File: src/rtl/id_ex_stage.sv
// id_ex_stage -- ID/EX pipeline register with E-stage operand forwarding.
//
// Purpose:
//   Captures the decode-stage operands, immediate, PC values, register indices
//   and control bits into one ID/EX register bank. The E-stage outputs are
//   built from that bank:
//     - forwarding muxes select ALU operands and store data;
//     - an adder forms the branch/jump target;
//     - PCSrcE combines the registered branch/jump bits with the ALU zero flag.
//
// Ports:
//   clk, reset_n                  rising-edge clock, synchronous active-low reset
//   RD1D, RD2D, ImmExtD           decode operands and extended immediate (32)
//   PCD, PCPlus4D                 decode PC and PC+4 (32)
//   Rs1D, Rs2D, RdD               decode register indices (5)
//   ALUControlD (3), ALUSrcD, RegWriteD, MemWriteD, BranchD, JumpD,
//   ResultSrcD (2)                decode control
//   StallE, FlushE                hazard-unit hold / bubble requests
//   ForwardAE, ForwardBE          operand source selects (2)
//   ALUResultM, ResultW           forwarded results from M and W (32)
//   ZeroE                         ALU zero flag for the current E-stage op
//   SrcAE, SrcBE, WriteDataE      ALU operands and store data (32)
//   PCTargetE, PCPlus4E           branch/jump target and link value (32)
//   ALUControlE, Rs1E, Rs2E, RdE, RegWriteE, MemWriteE, ResultSrcE
//                                 registered control/indices
//   PCSrcE                        take-branch/jump indication
//
// Hazard control: on each rising edge reset_n=0 wins, then FlushE (load a
// bubble of all zeros), then StallE (hold), otherwise the bank loads.
// Flush beats stall so that a squashed instruction never lingers in E.

module id_ex_stage (
    input  logic        clk,
    input  logic        reset_n,
    input  logic [31:0] RD1D,
    input  logic [31:0] RD2D,
    input  logic [31:0] ImmExtD,
    input  logic [31:0] PCD,
    input  logic [31:0] PCPlus4D,
    input  logic [4:0]  Rs1D,
    input  logic [4:0]  Rs2D,
    input  logic [4:0]  RdD,
    input  logic [2:0]  ALUControlD,
    input  logic        ALUSrcD,
    input  logic        RegWriteD,
    input  logic        MemWriteD,
    input  logic        BranchD,
    input  logic        JumpD,
    input  logic [1:0]  ResultSrcD,
    input  logic        StallE,
    input  logic        FlushE,
    input  logic [1:0]  ForwardAE,
    input  logic [1:0]  ForwardBE,
    input  logic [31:0] ALUResultM,
    input  logic [31:0] ResultW,
    input  logic        ZeroE,
    output logic [31:0] SrcAE,
    output logic [31:0] SrcBE,
    output logic [31:0] WriteDataE,
    output logic [31:0] PCTargetE,
    output logic [31:0] PCPlus4E,
    output logic [2:0]  ALUControlE,
    output logic [4:0]  Rs1E,
    output logic [4:0]  Rs2E,
    output logic [4:0]  RdE,
    output logic        RegWriteE,
    output logic        MemWriteE,
    output logic        PCSrcE,
    output logic [1:0]  ResultSrcE
);

    logic [31:0] rd1_e;
    logic [31:0] rd2_e;
    logic [31:0] imm_ext_e;
    logic [31:0] pc_e;
    logic [31:0] pc_plus4_e;
    logic [4:0]  rs1_e;
    logic [4:0]  rs2_e;
    logic [4:0]  rd_e;
    logic [2:0]  alu_control_e;
    logic        alu_src_e;
    logic        reg_write_e;
    logic        mem_write_e;
    logic        branch_e;
    logic        jump_e;
    logic [1:0]  result_src_e;

    always_ff @(posedge clk) begin
        if (!reset_n || FlushE) begin
            rd1_e         <= '0;
            rd2_e         <= '0;
            imm_ext_e     <= '0;
            pc_e          <= '0;
            pc_plus4_e    <= '0;
            rs1_e         <= '0;
            rs2_e         <= '0;
            rd_e          <= '0;
            alu_control_e <= '0;
            alu_src_e     <= 1'b0;
            reg_write_e   <= 1'b0;
            mem_write_e   <= 1'b0;
            branch_e      <= 1'b0;
            jump_e        <= 1'b0;
            result_src_e  <= '0;
        end else if (!StallE) begin
            rd1_e         <= RD1D;
            rd2_e         <= RD2D;
            imm_ext_e     <= ImmExtD;
            pc_e          <= PCD;
            pc_plus4_e    <= PCPlus4D;
            rs1_e         <= Rs1D;
            rs2_e         <= Rs2D;
            rd_e          <= RdD;
            alu_control_e <= ALUControlD;
            alu_src_e     <= ALUSrcD;
            reg_write_e   <= RegWriteD;
            mem_write_e   <= MemWriteD;
            branch_e      <= BranchD;
            jump_e        <= JumpD;
            result_src_e  <= ResultSrcD;
        end
    end

    logic [31:0] fwd_a;
    logic [31:0] fwd_b;

    // Select 11 is unused by the hazard unit; it falls back to the register.
    always_comb begin
        fwd_a = rd1_e;
        case (ForwardAE)
            2'b01:   fwd_a = ResultW;
            2'b10:   fwd_a = ALUResultM;
            default: fwd_a = rd1_e;
        endcase
    end

    always_comb begin
        fwd_b = rd2_e;
        case (ForwardBE)
            2'b01:   fwd_b = ResultW;
            2'b10:   fwd_b = ALUResultM;
            default: fwd_b = rd2_e;
        endcase
    end

    assign SrcAE       = fwd_a;
    assign WriteDataE  = fwd_b;
    assign SrcBE       = alu_src_e ? imm_ext_e : fwd_b;
    assign PCTargetE   = pc_e + imm_ext_e;  // 32-bit wrap, carry dropped
    assign PCPlus4E    = pc_plus4_e;
    assign PCSrcE      = (branch_e & ZeroE) | jump_e;
    assign ALUControlE = alu_control_e;
    assign Rs1E        = rs1_e;
    assign Rs2E        = rs2_e;
    assign RdE         = rd_e;
    assign RegWriteE   = reg_write_e;
    assign MemWriteE   = mem_write_e;
    assign ResultSrcE  = result_src_e;

endmodule

File: config.mk
export PLATFORM = sky130hd
export DESIGN_NAME = id_ex_stage
export DESIGN_NICKNAME = d
export VERILOG_FILES = /design/src/rtl/id_ex_stage.sv
export SDC_FILE = /design/constraint.sdc
export NUM_CORES = 1
export LEC_CHECK = 0
export CORE_AREA = 2 2 172 174
export DETAILED_ROUTE_END_ITERATION = 8
export DIE_AREA = 0 0 174 176
export PLACE_DENSITY_LB_ADDON = 0.25
export SYNTH_ARGS = -nofsm -noshare
export SYNTH_HDL_FRONTEND = slang
export SYNTH_SLANG_ARGS = --single-unit
File: constraint.sdc
create_clock -name clk -period 5.6 [get_ports clk]
set_input_delay 0.56 -clock clk [delete_from_list [all_inputs] [get_ports clk]]
set_output_delay 0.56 -clock clk [all_outputs]
set_load 0.02 [all_outputs]
Yosys cells after proc, flatten, opt, wreduce, memory -nomap -nowiden
Cells that the tools add are included.
{"block": "totals", "out_inout_bits": 183, "inputBits": 258, "reg_bits": 185}
{"block": "op_classes", "add_sub_neg": 1, "n_eq_ne": 4, "n_reduce_logical": 2, "n_mux": 3, "bitwise_logic": 2}
{"op": "32-bit case mux with 2 select lines", "n": 2}
{"op": "32-bit adder", "n": 1}
{"op": "32-bit 2-to-1 mux", "n": 1}
{"op": "2-bit by 1-bit == test with 1-bit output, second input constant", "n": 2}
{"op": "2-bit == test, second input constant", "n": 2}
{"op": "1-bit AND", "n": 1}
{"op": "1-bit zero test", "n": 1}
{"op": "1-bit logical OR", "n": 1}
{"op": "1-bit bitwise OR", "n": 1}

Depth between registers and ports, before layout
Gate-level depths: netlist (run 1).
{"block": "depth", "depth_word": 3, "depth_mapped": 9, "mapped_depth_nobuf": 9}

Least setup slack after synthesis (run 1)
Ideal clock, no wire load.
{"block": "synth_path", "path_type": "reg2out", "startpoint": "register imm_ext_e[0]", "endpoint": "output port PCTargetE[26]", "slack_ns": 2.548, "arrival_time_ns": 2.492, "path_stages_with_launch": 10, "path_buffers": 0, "path_cell_list": "dfxtp_1 > ha_1 > fa_1 > a21oi_1 > o221ai_2 > a21o_2 > a221o_1 > a41o_1 > a21oi_1 > xnor2_1"}
{"block": "synth_via", "elab_chain_len": 1}
{"element": "start: declaration", "line_no": "74", "text": "logic [31:0] imm_ext_e;"}
{"element": "start signal: assignment", "line_no": "108", "text": "imm_ext_e <= ImmExtD;"}
{"element": "32-bit adder", "line_no": "149", "text": "assign PCTargetE = pc_e + imm_ext_e;"}
{"element": "end: declaration", "line_no": "60", "text": "output logic [31:0] PCTargetE,"}
No other way between the ends.

Final worst setup path (run 1)
{"block": "layout_path", "startpoint": "register imm_ext_e[0]", "endpoint": "output port PCTargetE[30]"}
The elaborated chain is that of the path after synthesis.

==> results of run 1 <==
final timing paths:
check	start	end	slack, ns	depth (start not counted)
max	imm_ext_e[0]	PCTargetE[30]	1.15	10
min	rd2_e[22]	rd2_e[22]	0.50	2
max reg2reg	alu_src_e	alu_src_e	4.27	2
min reg2reg	rd2_e[22]	rd2_e[22]	0.50	2
worst min-delay path, stage by stage (launching register included):
cell                      delay [ns]
sky130_fd_sc_hd__dfxtp_1        0.33
sky130_fd_sc_hd__mux2i_1        0.07
sky130_fd_sc_hd__nor2_1         0.07
registers in the layout, summed over array words and instances (netlist names), 5 cells and up:
name	count
RdE	5
Rs2E	5
rd2_e	32
PCPlus4E	32
Rs1E	5
imm_ext_e	32
pc_e	32
rd1_e	32
layout make-up:
class                      count  area, um^2
clock buffer                  18         439
clock inverter                14         130
fill                        2746       13600
inverter                      16        60.1
multi-input combinational    828        5690
sequential                   185        3700
tap                          384         480
timing repair buffer         444        4460
power breakdown:
group	internal [uW]	switching, uW	total, uW
Sequential	1360	35.3	1390
Clock	600	597	1200
Combinational	428	403	831
Total	2390	1040	3420
layer usage:
metal	wire, um	vias up	GRT usage, %
met2	20300	377	45.8
met4	847	0	7.14
met3	2950	41	6.76
met5	0	-	0
met1	15700	4516	28.8
li1	-	4673	-
stage by stage:
| stage | cell area (um^2) | hold slack [ns] | total power, uW | instances |
|---|---|---|---|---|
| floorplan | 9750 | 0.463 | 1800 | 1110 |
| global placement | 14400 | 0.473 | 2250 | 1857 |
| detailed placement | 14400 | 0.483 | 2260 | 1857 |
| CTS | 15000 | 0.503 | 3460 | 1889 |
| global route | 15000 | 0.518 | 3550 | 1889 |
| finish | 15000 | 0.499 | 3420 | 1889 |
logic make-up after synthesis:
kind of cell             Yosys count  share of synthesized area [%]
AND/OR/NAND/NOR                  319                           13.1
AO/OA/AOI/OAI                    227                           15.1
multiplexers                     217                           22.7
flip-flops                       185                           38.0
buffers and inverters             97                           3.77
adder cells (fa/ha/maj)           36                           4.70
XOR/XNOR                          29                           2.61
cells in the final DEF, fill, tap and decap left out, types with 3 or more instances in the layout:
cell	instances
sky130_fd_sc_hd__a21o_1	13
sky130_fd_sc_hd__o21ai_0	76
sky130_fd_sc_hd__xor2_1	10
sky130_fd_sc_hd__a211oi_1	3
sky130_fd_sc_hd__nor3_1	5
sky130_fd_sc_hd__nand2_1	87
sky130_fd_sc_hd__ha_1	33
sky130_fd_sc_hd__o21bai_1	4
sky130_fd_sc_hd__clkdlybuf4s50_1	439
sky130_fd_sc_hd__xnor2_1	19
sky130_fd_sc_hd__inv_1	16
sky130_fd_sc_hd__nand4_1	5
sky130_fd_sc_hd__inv_6	3
sky130_fd_sc_hd__o31ai_1	5
sky130_fd_sc_hd__a21oi_1	31
sky130_fd_sc_hd__mux2_2	32
sky130_fd_sc_hd__a311oi_1	3
sky130_fd_sc_hd__a22oi_1	64
sky130_fd_sc_hd__o21a_1	5
sky130_fd_sc_hd__clkbuf_16	17
sky130_fd_sc_hd__nor2_1	196
sky130_fd_sc_hd__o211ai_1	5
sky130_fd_sc_hd__inv_8	4
sky130_fd_sc_hd__mux2i_1	185
sky130_fd_sc_hd__nand3_1	12
sky130_fd_sc_hd__dfxtp_1	184
==> parameters.txt, run 1 <==
Parameter                              Value

Run status
  Status    completed

Global routing
  Number of antenna violations at the first check in global routing    0
  Global-route total usage across every layer    25.1%
  Via count of the first global-routing pass    9498
  Global-route wire length before repair    58300 um
  Congestion Overflow GR    0
  Largest net degree at the start of global routing    115

Worst hold path
  Class of the tightest hold or removal check    reg -> reg

Synthesis
  Cell area after synthesis    9750 um^2
  Portion of the post-synthesis area used by sequential elements    38.0%
  Ranking of synthesized cells by area    sky130_fd_sc_hd__dfxtp_1 38%, sky130_fd_sc_hd__mux2i_1 19%, sky130_fd_sc_hd__nor2_1 7.5%, sky130_fd_sc_hd__a22oi_1 4.9%, sky130_fd_sc_hd__ha_1 4.5%
  Cell with the most instances after synthesis    sky130_fd_sc_hd__nor2_1
  Share of the synthesized area in the top cell type    38.0%
  Mapped Cells    1110
  Post-synth ARST share    0%
  Count of cell types in the netlist    49
  Yosys top cell by area    sky130_fd_sc_hd__dfxtp_1
  Primary FF master, synth    sky130_fd_sc_hd__dfxtp_1
  Mean cell area of the mapped netlist    8.78 um^2
  Commonest cells in the synthesized netlist    196 x sky130_fd_sc_hd__nor2_1, 185 x sky130_fd_sc_hd__dfxtp_1, 185 x sky130_fd_sc_hd__mux2i_1, 87 x sky130_fd_sc_hd__nand2_1, 76 x sky130_fd_sc_hd__o21ai_0
  Total nets after synthesis    1404
  FF+latch count, synth    185
  Number of warnings printed during yosys synthesis    0
  Number of synthesized flops with an enable pin    0

Critical path
  Crit. End Element    output port
  Maximum fanout along the worst path    3
  Startpoint type of the worst setup path    flip-flop
  WP data required    5.04 ns
  Slowest cell on the critical path    sky130_fd_sc_hd__clkdlybuf4s50_1
  Critical Path AT    3.89 ns
  CP delay by family, top    compound AO/OA/AOI/OAI gates
  Largest incremental delay on the critical path    0.65 ns
  Worst path buffer plus inverter count    1
  Worst path cell trace    ha_1 > fa_1 > a21oi_1 > o221ai_2 > a21o_2 > a221o_1 > a41o_1 > a21oi_1 > xnor2_1 > clkdlybuf4s50_1
  Cell mode on critical path    sky130_fd_sc_hd__a21oi_1
  Worst Path Class, Setup    reg -> out

Drt
  Remaining DRCs    0
  Final WL    39800 um
  Vias per std cell    5.09
  Initial DRC count    595
  Count of vias placed by the detailed router    9607
  Wire length per cell after detailed routing    21.1 um
  Iteration count of the initial detailed-routing pass    5
  Number of nets still failing antenna checks after routing    0

Placed design
  Final Wtd Congestion    0.942
  DPL Wire Length    30500 um
  Number of buffer cells added on primary ports    440
  Post-Place Worst Slack    1.50 ns

Power
  Worst supply voltage drop on vdd    0.000199 V
  P per Cell Area    229 nW/um^2
  Leakage component of the power    0.00619 uW

CTS
  Number of buffers added for setup after CTS    0
  CTS clk-pin slew, worst paths    0.07 ns
  Number of CTS-inserted buffers    17
  Skew-Pair Late Insertion Delay    0.44 ns
  CTS tree    built
  H-tree levels    4
  Root buffer cell    sky130_fd_sc_hd__clkbuf_16
  Clock Sink Count    185
  Count of instances resized after the clock tree is built    0
  Hold-fix buffers at CTS    0
  Maximum count of clock buffers along a single path    2

Final layout
  Layout cells sized above 1    5.32%
  # nets final    1786
  Signed area change from the synthesized netlist to the final layout    53.5%
  Antenna diode instance count    0
  Post-layout util    52.4%

Timing
  Highest Clock Rate    0.224 GHz
  Period Utilization, post-route    79.6%
  Number of pins exceeding their max-slew limit in the final report    0
  Max-Slew Margin vs Limit    24.0%
  Final hold violations    0
  Final-layout setup total negative slack    0 ns
  Actual slew at the worst max-slew pin    1.14 ns
  Final setup skew    0 ns
  Fin worst setup slack    1.15 ns
  Final setup vio count    0
  RSZ-0062 raised after global routing    no
  Min cycle time layout    4.45 ns

Floorplan
  Effective utilization at floorplan    34.1%
  Cell row count    62
  Total Die Area    30600 um^2
  Floorplan die height    176 um
  Count of boundary I/O pins    441
  Floorplan die width    174 um
  Area of the core    28500 um^2

Job
  Number of max-capacitance violations reported    0
Power figures use the tool's default switching activity.
==> inputs of run 2 (changes only) <==
--- a/config.mk
+++ b/config.mk
@@ -5,9 +5,9 @@
 export SDC_FILE = /design/constraint.sdc
 export NUM_CORES = 1
 export LEC_CHECK = 0
-export CORE_AREA = 2 2 172 174
+export CORE_AREA = 2 2 170 172
 export DETAILED_ROUTE_END_ITERATION = 8
-export DIE_AREA = 0 0 174 176
+export DIE_AREA = 0 0 172 174
 export PLACE_DENSITY_LB_ADDON = 0.25
 export SYNTH_ARGS = -nofsm -noshare
 export SYNTH_HDL_FRONTEND = slang
==> constraint.sdc (replaced) <==
create_clock -name clk -period 4.3 [get_ports clk]
set_input_delay 0.43 -clock clk [delete_from_list [all_inputs] [get_ports clk]]
set_output_delay 0.43 -clock clk [all_outputs]
set_load 0.02 [all_outputs]
==> run 2 against run 1 <==
Compared with the run above: final cell count grew 0.69%; via count grew 0.71%; non-clock buffer count grew 11; global-route usage grew 0.093 points; combinational power grew 32%; clock-buffer cell count is the same; hold slack lost 0.0033 ns; highest routed layer is now met5.
==> parameters.txt, run 2 (synthesis gave the netlist of run 1 again) <==
Parameter                              Value

Run status
  Status    completed (unchanged)

Floorplan
  Floorplan die width    172 um (was 174 um)
  Effective utilization at floorplan    34.5% (was 34.1%)
  Total Die Area    29900 um^2 (was 30600 um^2)
  Count of boundary I/O pins    441 (unchanged)
  Floorplan die height    174 um (was 176 um)
  Area of the core    28200 um^2 (was 28500 um^2)
  Cell row count    62 (unchanged)

CTS
  Number of CTS-inserted buffers    17 (unchanged)
  Skew-Pair Late Insertion Delay    0.44 ns (about the same)
  Maximum count of clock buffers along a single path    2 (unchanged)
  H-tree levels    4 (unchanged)
  Root buffer cell    sky130_fd_sc_hd__clkbuf_16 (unchanged)
  Number of buffers added for setup after CTS    0 (unchanged)
  CTS clk-pin slew, worst paths    0.08 ns (was 0.07 ns)
  Clock Sink Count    185 (unchanged)
  CTS tree    built (unchanged)

Global routing
  Largest net degree at the start of global routing    97 (was 115)
  Congestion Overflow GR    0 (unchanged)
  Via count of the first global-routing pass    9508 (was 9498)
  Number of antenna violations at the first check in global routing    6 (was 0)
  Global-route total usage across every layer    25.2% (was 25.1%)
  Global-route wire length before repair    56600 um (was 58300 um)

Drt
  Vias per std cell    5.09 (about the same)
  Initial DRC count    761 (was 595)
  Iteration count of the initial detailed-routing pass    6 (was 5)
  Count of vias placed by the detailed router    9675 (was 9607)
  Number of nets still failing antenna checks after routing    0 (unchanged)
  Wire length per cell after detailed routing    20.3 um (was 21.1 um)
  Final WL    38700 um (was 39800 um)
  Remaining DRCs    0 (unchanged)

Placed design
  Total placed cells including tap cells    1868 (was 1857)
  Number of buffer cells added on primary ports    440 (unchanged)
  DPL Wire Length    30000 um (was 30500 um)
  Final Wtd Congestion    0.934 (was 0.942)

Timing
  Min cycle time layout    4.03 ns
  Number of pins exceeding their max-slew limit in the final report    0 (unchanged)
  Final setup vio count    0 (unchanged)
  Final hold violations    0 (unchanged)
  Period Utilization, post-route    93.8%
  Final-layout setup total negative slack    0 ns (unchanged)
  Highest Clock Rate    0.248 GHz
  RSZ-0062 raised after global routing    no (unchanged)
  Max-Slew Margin vs Limit    37.7% (was 24.0%)
  Actual slew at the worst max-slew pin    0.934 ns (was 1.14 ns)
  Final setup skew    0 ns (unchanged)

Power
  Worst supply voltage drop on vdd    0.000420 V (was 0.000199 V)
  P per Cell Area    300 nW/um^2 (was 229 nW/um^2)
  Leakage component of the power    0.00628 uW (was 0.00619 uW)
  Power consumption    4520 uW (was 3420 uW)

Final layout
  Most frequent standard cell in the layout excluding fill and tap cells    sky130_fd_sc_hd__clkdlybuf4s50_1 (unchanged)
  Total of fill cells in the finished design    2624 (was 2746)
  Signed area change from the synthesized netlist to the final layout    54.7% (was 53.5%)
  Layout cells sized above 1    5.88% (was 5.32%)
  Post-layout util    53.4% (was 52.4%)
  Commonest cells after routing, fill and taps aside    437 x sky130_fd_sc_hd__clkdlybuf4s50_1, 196 x sky130_fd_sc_hd__nor2_1, 185 x sky130_fd_sc_hd__mux2i_1 (was 439 x sky130_fd_sc_hd__clkdlybuf4s50_1, 196 x sky130_fd_sc_hd__nor2_1, 185 x sky130_fd_sc_hd__mux2i_1)
  # nets final    1797 (was 1786)
  Post-route non-filler standard cell count    1902 (was 1889)

Critical path
  Maximum fanout along the worst path    3 (unchanged)
  WP data required    3.87 ns (was 5.04 ns)
  Crit. End Element    output port (unchanged)
  Startpoint type of the worst setup path    flip-flop (unchanged)
  Critical Path AT    3.60 ns (was 3.89 ns)
  Worst Path Class, Setup    reg -> out (unchanged)

Worst hold path
  Class of the tightest hold or removal check    reg -> reg (unchanged)

Job
  Number of max-capacitance violations reported    0 (unchanged)
## run 2: area by class of cell
class | instances | area (um^2) | share of cell area (%)
inverter | 16 | 60.1 | 0.398
sequential | 185 | 3700 | 24.6
clock buffer | 18 | 439 | 2.91
multi-input combinational | 828 | 5690 | 37.7
tap | 384 | 480 | 3.19
timing repair buffer | 455 | 4560 | 30.3
antenna | 4 | 10.0 | 0.0664
clock inverter | 12 | 133 | 0.879
## run 2: what timing repair did
| action | 4_1_cts | 5_1_grt |
|---|---|---|
| hold buffers | 0 | 0 |
| setup endpoints to repair | 0 | 2 |
| gates resized for setup | 0 | 2 |
## run 2: through the flow
step / worst slack, ns / instance area [um^2] / hold WS, ns
finish: 0.268 / 15100 / 0.496
global placement: 0.400 / 14500 / 0.473
floorplan: 1.38 / 9750 / 0.463
CTS: 0.0997 / 15100 / 0.504
global route: 0.0465 / 15100 / 0.524
detailed placement: 0.430 / 14500 / 0.484
## run 2: where the power goes
| part | internal (uW) | switching (uW) | total [uW] |
|---|---|---|---|
| sequential | 1770 | 40.6 | 1810 |
| clock | 829 | 776 | 1610 |
| combinational | 567 | 535 | 1100 |
## run 2: critical path, cell delays in order (launching register included)
cell and delay (ns):
sky130_fd_sc_hd__dfxtp_1 0.35, sky130_fd_sc_hd__ha_1 0.21, sky130_fd_sc_hd__fa_1 0.22, sky130_fd_sc_hd__a21oi_1 0.10
sky130_fd_sc_hd__o221ai_2 0.25, sky130_fd_sc_hd__nand3_2 0.13, sky130_fd_sc_hd__o31a_1 0.35, sky130_fd_sc_hd__o41a_1 0.39
sky130_fd_sc_hd__or4_1 0.41, sky130_fd_sc_hd__nand3_1 0.13, sky130_fd_sc_hd__clkdlybuf4s50_1 0.61
## run 2: final timing paths
check | start | endpoint | slack, ns | depth (start not counted)
setup reg to reg | alu_src_e | alu_src_e | 3.03 | 2
hold reg to reg | PCPlus4E[7] | PCPlus4E[7] | 0.50 | 2
hold / removal | PCPlus4E[7] | PCPlus4E[7] | 0.50 | 2
setup / recovery | imm_ext_e[0] | PCTargetE[28] | 0.27 | 10
## run 2: metal layers
metal | wire [um] | track usage, % | share of wire [%] | vias up
met5 | 13 | 0 | 0.034 | -
met2 | 18400 | 41.5 | 48 | 440
met1 | 15400 | 30.2 | 40 | 4471
met3 | 3370 | 7.10 | 8.7 | 67
met4 | 1460 | 11.9 | 3.8 | 2
li1 | - | - | - | 4695
